**src/rtl/operand_fetch_pkg.sv**
```systemverilog
// Shared LITE-16 register-file constants and operand-fetch buffer state encoding.
// No logic; imported by the operand-fetch top and its word-select sub-module.
// No backpressure.
package operand_fetch_pkg;

    localparam int LITE16_DATA_WIDTH = 16;
    localparam int LITE16_NUM_REGS   = 16;
    localparam int LITE16_IDX_WIDTH  = 4;
    localparam int LITE16_TAG_WIDTH  = 4;

    // Occupancy of the output register + skid register pair
    typedef enum logic [1:0] {
        FETCH_EMPTY = 2'd0,
        FETCH_ONE   = 2'd1,
        FETCH_FULL  = 2'd2
    } fetch_state_t;

endpackage

```
**src/rtl/reg_select.sv**
```systemverilog
// Index -> register word mux over the flat read bus, with same-cycle write bypass.
// Purely combinational, zero latency.
// No backpressure.
module reg_select
    import operand_fetch_pkg::*;
#(
    parameter int DATA_WIDTH = LITE16_DATA_WIDTH,
    parameter int NUM_REGS   = LITE16_NUM_REGS,
    parameter int IDX_WIDTH  = LITE16_IDX_WIDTH
) (
    input  logic [NUM_REGS*DATA_WIDTH-1:0] rf_data,
    input  logic [NUM_REGS-1:0]            wb_en,
    input  logic [DATA_WIDTH-1:0]          wb_data,
    input  logic [IDX_WIDTH-1:0]           idx,
    output logic [DATA_WIDTH-1:0]          word
);

    // A write landing on the selected register this cycle wins over the stale file contents
    always_comb begin
        word = '0;
        for (int i = 0; i < NUM_REGS; i++) begin
            if (idx == i[IDX_WIDTH-1:0]) begin
                word = wb_en[i] ? wb_data : rf_data[i*DATA_WIDTH +: DATA_WIDTH];
            end
        end
    end

endmodule

```
**src/rtl/operand_fetch.sv**
```systemverilog
// Register-file read stage: snapshots two source operands plus tag on accept.
// Latency 1 cycle from accepting edge to out_valid; 1 op/cycle while out_ready=1.
// Output reg + one skid reg; req_ready is registered (!FULL), never combinational on out_ready.
module operand_fetch
    import operand_fetch_pkg::*;
#(
    parameter int DATA_WIDTH = LITE16_DATA_WIDTH,
    parameter int NUM_REGS   = LITE16_NUM_REGS,
    parameter int IDX_WIDTH  = LITE16_IDX_WIDTH,
    parameter int TAG_WIDTH  = LITE16_TAG_WIDTH
) (
    input  logic                           clk,
    input  logic                           rst,
    input  logic [NUM_REGS*DATA_WIDTH-1:0] rf_data,
    input  logic [NUM_REGS-1:0]            wb_en,
    input  logic [DATA_WIDTH-1:0]          wb_data,
    input  logic                           req_valid,
    output logic                           req_ready,
    input  logic [IDX_WIDTH-1:0]           req_rs_a,
    input  logic [IDX_WIDTH-1:0]           req_rs_b,
    input  logic [TAG_WIDTH-1:0]           req_tag,
    output logic                           out_valid,
    input  logic                           out_ready,
    output logic [DATA_WIDTH-1:0]          op_a,
    output logic [DATA_WIDTH-1:0]          op_b,
    output logic [TAG_WIDTH-1:0]           out_tag
);

    typedef struct packed {
        logic [TAG_WIDTH-1:0]  tag;
        logic [DATA_WIDTH-1:0] b;
        logic [DATA_WIDTH-1:0] a;
    } entry_t;

    fetch_state_t state_q, state_d;
    entry_t       out_q, skid_q, new_entry;
    logic         req_ready_q, out_valid_q;
    logic         accept, xfer;
    logic         load_out, load_skid, skid_to_out;
    logic [DATA_WIDTH-1:0] sel_a, sel_b;

    reg_select #(
        .DATA_WIDTH (DATA_WIDTH),
        .NUM_REGS   (NUM_REGS),
        .IDX_WIDTH  (IDX_WIDTH)
    ) u_sel_a (
        .rf_data (rf_data),
        .wb_en   (wb_en),
        .wb_data (wb_data),
        .idx     (req_rs_a),
        .word    (sel_a)
    );

    reg_select #(
        .DATA_WIDTH (DATA_WIDTH),
        .NUM_REGS   (NUM_REGS),
        .IDX_WIDTH  (IDX_WIDTH)
    ) u_sel_b (
        .rf_data (rf_data),
        .wb_en   (wb_en),
        .wb_data (wb_data),
        .idx     (req_rs_b),
        .word    (sel_b)
    );

    assign accept    = req_valid & req_ready_q;
    assign xfer      = out_valid_q & out_ready;
    assign new_entry = '{tag: req_tag, b: sel_b, a: sel_a};

    // Next-state and datapath steering; the skid reg only fills when the output reg is stuck
    always_comb begin
        state_d     = state_q;
        load_out    = 1'b0;
        load_skid   = 1'b0;
        skid_to_out = 1'b0;
        case (state_q)
            FETCH_EMPTY: begin
                if (accept) begin
                    state_d  = FETCH_ONE;
                    load_out = 1'b1;
                end
            end
            FETCH_ONE: begin
                if (accept && xfer) begin
                    load_out = 1'b1;
                end else if (accept) begin
                    state_d   = FETCH_FULL;
                    load_skid = 1'b1;
                end else if (xfer) begin
                    state_d = FETCH_EMPTY;
                end
            end
            FETCH_FULL: begin
                if (xfer) begin
                    state_d     = FETCH_ONE;
                    skid_to_out = 1'b1;
                end
            end
            default: state_d = FETCH_EMPTY;
        endcase
    end

    // State plus registered handshake outputs, decoded from the next state
    always_ff @(posedge clk or posedge rst) begin
        if (rst) begin
            state_q     <= FETCH_EMPTY;
            req_ready_q <= 1'b1;
            out_valid_q <= 1'b0;
        end else begin
            state_q     <= state_d;
            req_ready_q <= (state_d != FETCH_FULL);
            out_valid_q <= (state_d != FETCH_EMPTY);
        end
    end

    // Output and skid registers; entries are frozen once captured
    always_ff @(posedge clk or posedge rst) begin
        if (rst) begin
            out_q  <= '0;
            skid_q <= '0;
        end else begin
            if (load_out) begin
                out_q <= new_entry;
            end else if (skid_to_out) begin
                out_q <= skid_q;
            end
            if (load_skid) begin
                skid_q <= new_entry;
            end
        end
    end

    assign req_ready = req_ready_q;
    assign out_valid = out_valid_q;
    assign op_a      = out_q.a;
    assign op_b      = out_q.b;
    assign out_tag   = out_q.tag;

endmodule

```
**config.mk**
```make
export PLATFORM = sky130hd
export DESIGN_NAME = operand_fetch
export DESIGN_NICKNAME = d
export VERILOG_FILES = /design/src/rtl/operand_fetch_pkg.sv /design/src/rtl/reg_select.sv /design/src/rtl/operand_fetch.sv
export SDC_FILE = /design/constraint.sdc
export NUM_CORES = 1
export LEC_CHECK = 0
export ABC_AREA = 0
export BUFFER_PORTS_ARGS = -buffer_cell sky130_fd_sc_hd__buf_4
export CAP_MARGIN = 30
export CORE_MARGIN = 4
export CORE_UTILIZATION = 56
export DETAILED_ROUTE_END_ITERATION = 7
export PLACE_DENSITY = 0.83
export RECOVER_POWER = 100
export SYNTH_ARGS = -nofsm -noshare
export SYNTH_HDL_FRONTEND = slang
export SYNTH_HIERARCHICAL = 1
export SYNTH_SLANG_ARGS = --single-unit
```
**constraint.sdc**
```tcl
create_clock -name clk -period 2.7 [get_ports clk]
set_clock_uncertainty 0.05 [all_clocks]
set_input_delay 0.54 -clock clk [delete_from_list [all_inputs] [get_ports clk]]
set_output_delay 0.54 -clock clk [all_outputs]
set_load 0.02 [all_outputs]
```
==> impl_metrics.env <==
export IMPL_status="finished clean"
export IMPL_synth_cells=1549
export IMPL_crit_reg2reg_capture="skid_q[27]"
export IMPL_drc=0
export IMPL_critical_path_cell_chain="buf_4 -> clkbuf_1 -> or3b_1 -> o22ai_1 -> o221ai_1 -> a31oi_1 -> o211ai_1 -> a221oi_1 -> mux2_2"
export IMPL_synth_fa_ha_area_share_pct=0
export IMPL_die_height_um=164
export IMPL_required_ps=2940
export IMPL_postSynthRegisterBits=76
export IMPL_cp_max_fo=14
export IMPL_drt_iter0_drc=2207
export IMPL_powerDensity_nw_per_um2=461
export IMPL_ctsLongestPathBuffers=2
export IMPL_synth_top_flop_cell="dfrtp_1"
export IMPL_clk_pin_slew_ps=70
export IMPL_via_count=15600
export IMPL_critical_path_arrival_ps=2910
export IMPL_placeableCoreArea_um2=23700
export IMPL_totalWireLength_um=57300
export IMPL_firstDrtPassIters=6
export IMPL_ys_warn_count=6
export IMPL_die_w_um=164
export IMPL_antenna_cells_inserted=0
export IMPL_dp_hpwl_um=44300
export IMPL_cell_with_the_largest_stage_delay_on_the_worst_path="or3b_1"
export IMPL_grtUsageTotal_pct=39.6
export IMPL_vdd_ir_drop_worst_mv=0.567
export IMPL_routedWlPerCell_um=26.0
export IMPL_synth_edff_count=0
export IMPL_clock_insertion_delay_worst_skew_ps=350
export IMPL_drv_slew=0
export IMPL_clock_tree_root="clkbuf_16"
export IMPL_dieArea_um2=26900
export IMPL_post_drt_via_cell_ratio=7.05
export IMPL_criticalPathCategory="primary input to flip-flop"
export IMPL_cts_inserted_buffers=9
export IMPL_synth_xor_area_share_pct=0
export IMPL_ctsHtreeMaxLevel=3
export IMPL_maxCapViolations=0
export IMPL_slew_headroom_pct=10.3
export IMPL_area_growth_synth_to_final_pct=26.8
export IMPL_mappedNetlistArea_um2=13600
export IMPL_cpPeakStageDelay_ps=540
export IMPL_timing_reg2reg_worst_path_depth=4
export IMPL_i_o_pins=342
export IMPL_finalSetupViolations=0
export IMPL_finalCritPeriodShare_pct=98.8
export IMPL_r2r_start="req_ready"
export IMPL_synth_async_sr_flop_share_pct=100
export IMPL_core_rowCount=56
export IMPL_layout_nets=2186
export IMPL_yosysSeqAreaShare_pct=14.0
export IMPL_synth_area_in_compound_gates_pct=23.5
export IMPL_combinational_family_with_the_most_area_after_synthesis="multiplexers"
export IMPL_hp_class="primary input to asynchronous set/reset pin"
export IMPL_globalRouteOverflowTotal=0
export IMPL_post_synth_and_or_nand_nor_area_fraction_pct=8.92
export IMPL_grt_start_max_net_pins=54
export IMPL_worst_slew_pin_transition_ps=1350
export IMPL_maxClockFrequency_mhz=375
export IMPL_drt_antenna_violating_nets=0
export IMPL_rsz0062_at_grt="false"
export IMPL_final_core_utilization_pct=73.0
export IMPL_routabilityCongestion=1.01
export IMPL_timing_hold_violations_final=0
export IMPL_p_total_w=0.00798
export IMPL_synth_area_per_cell_um2=8.80
export IMPL_tritoncts="built"
export IMPL_initial_standard_cell_utilization_of_the_core_pct=57.6
export IMPL_grt_first_pass_wirelength_um=83900
export IMPL_synth_net_count=1853
export IMPL_setup_reg_to_reg_worst_slack_ps=120
export IMPL_post_route_min_period_ps=2670
export IMPL_timing_critical_path_to_type="flip-flop"
export IMPL_yosys_mux_area_fraction_pct=46.9
export IMPL_critical_path_top_delay_family="compound AO/OA/AOI/OAI gates"
export IMPL_place_port_buffers=341
export IMPL_yosysUniqueCellTypes=57
export IMPL_total_leakage_power_nw=8.12
export IMPL_worst_path_buf_inv=2
export IMPL_initial_antenna_violation_count=0
export IMPL_number_of_global_route_vias_before_repair=14900
export IMPL_drive_gt1_share_pct=37.0
export IMPL_startpoint_type="primary input"
export IMPL_cts_num_sinks=76
repair_timing:
item	4_1_cts	5_1_grt
resized for setup	0	2
setup buffers	0	0
hold buffers	0	0
endpoints found under the setup margin	0	3
cell usage in the layout, fill, tap and decap left out, drive strengths merged, types with 16 or more instances in the layout:
cell and count:
o221ai 32, o21ai 66, nor2 29, a221oi 44, a211oi 34, buf 464, mux2i 392, nand3 19
nor2b 45, o211ai 36, mux2 195, nand2 87, o22ai 95, a22oi 38, a31o 16, a21oi 47
dfrtp 75, clkbuf 56
sequential cells by signal, summed over array words and instances (netlist names):
register   count
op_a          16
op_b          16
skid_q        36
state_q        2
out_tag        4
out_valid      1
req_ready      1
power by group:
| group | internal (W) | switching, W | total [W] |
|---|---|---|---|
| combinational | 0.00231 | 0.00230 | 0.00462 |
| clock | 0.000748 | 0.000525 | 0.00127 |
| sequential | 0.00170 | 0.000391 | 0.00209 |
worst max-delay path by stage:
stage / startpoint / to / slack, ps / depth (start not counted)
after global placement: req_rs_a[2] / skid_q[4] / -250 / 9
after floorplan: wb_en[5] / op_a[13] / 130 / 7
after detailed placement: req_rs_a[2] / skid_q[4] / -270 / 9
final: req_rs_a[2] / skid_q[4] / 30 / 9
after global routing: wb_en[0] / op_b[5] / 10 / 9
after CTS: req_rs_a[2] / skid_q[4] / 100 / 9
routing by layer:
layer / share of wire, % / up-vias / global-route usage (%) / wire length, µm
li1: - / 6762 / - / -
met1: 38 / 7328 / 51.5 / 21800
met2: 46 / 1208 / 64.8 / 26100
met3: 10 / 255 / 5.04 / 5950
met4: 6.1 / 0 / 19.8 / 3520
met5: 0 / - / 0 / 0
area by class of cell:
cell class | count | area (µm²)
Multi-Input combinational cell | 1280 | 10800
Fill cell | 1861 | 6390
Timing Repair Buffer | 510 | 3880
Sequential cell | 76 | 1900
Tap cell | 319 | 399
Clock buffer | 10 | 239
Clock inverter | 6 | 70.1
Inverter | 5 | 18.8
cells by family after synthesis:
logic type      count (synthesis)
flops                          76
compound gates                459
simple gates                  232
mux                           589
buf+inv                       193
through the flow:
| stage | std cells | TNS (ps) | cell area, µm² | setup slack, ps | hold slack (ps) |
|---|---|---|---|---|---|
| 2_1_floorplan | 1549 | 0 | 13600 | 130 | 414 |
| 3_3_place_gp | 2190 | -3550 | 17200 | -254 | 432 |
| 3_5_place_dp | 2190 | -4140 | 17200 | -266 | 438 |
| 4_1_cts | 2206 | 0 | 17500 | 101 | 197 |
| 5_1_grt | 2206 | 0 | 17300 | 14.2 | 390 |
| 6_report | 2206 | 0 | 17300 | 31.8 | 342 |
Yosys cell counts, types with 11 or more instances:
library cell / count / area, µm²
a31oi_1: 12 / 75.1
nor2_1: 27 / 101
nand2_1: 86 / 323
o211ai_1: 36 / 270
a21oi_1: 47 / 235
mux2i_1: 392 / 3920
nor2b_1: 45 / 282
a22oi_1: 38 / 285
mux2_2: 134 / 1510
buf_2: 79 / 395
dfrtp_1: 75 / 1880
mux2_4: 60 / 901
o21ai_0: 44 / 220
o21ai_1: 22 / 110
o22ai_1: 95 / 594
a221oi_1: 44 / 385
nand3_1: 17 / 85.1
buf_4: 11 / 82.6
clkbuf_1: 86 / 323
a221o_1: 12 / 120
a211oi_1: 34 / 255
o221ai_1: 32 / 280
No activity file was read; power rests on OpenSTA's default activity.
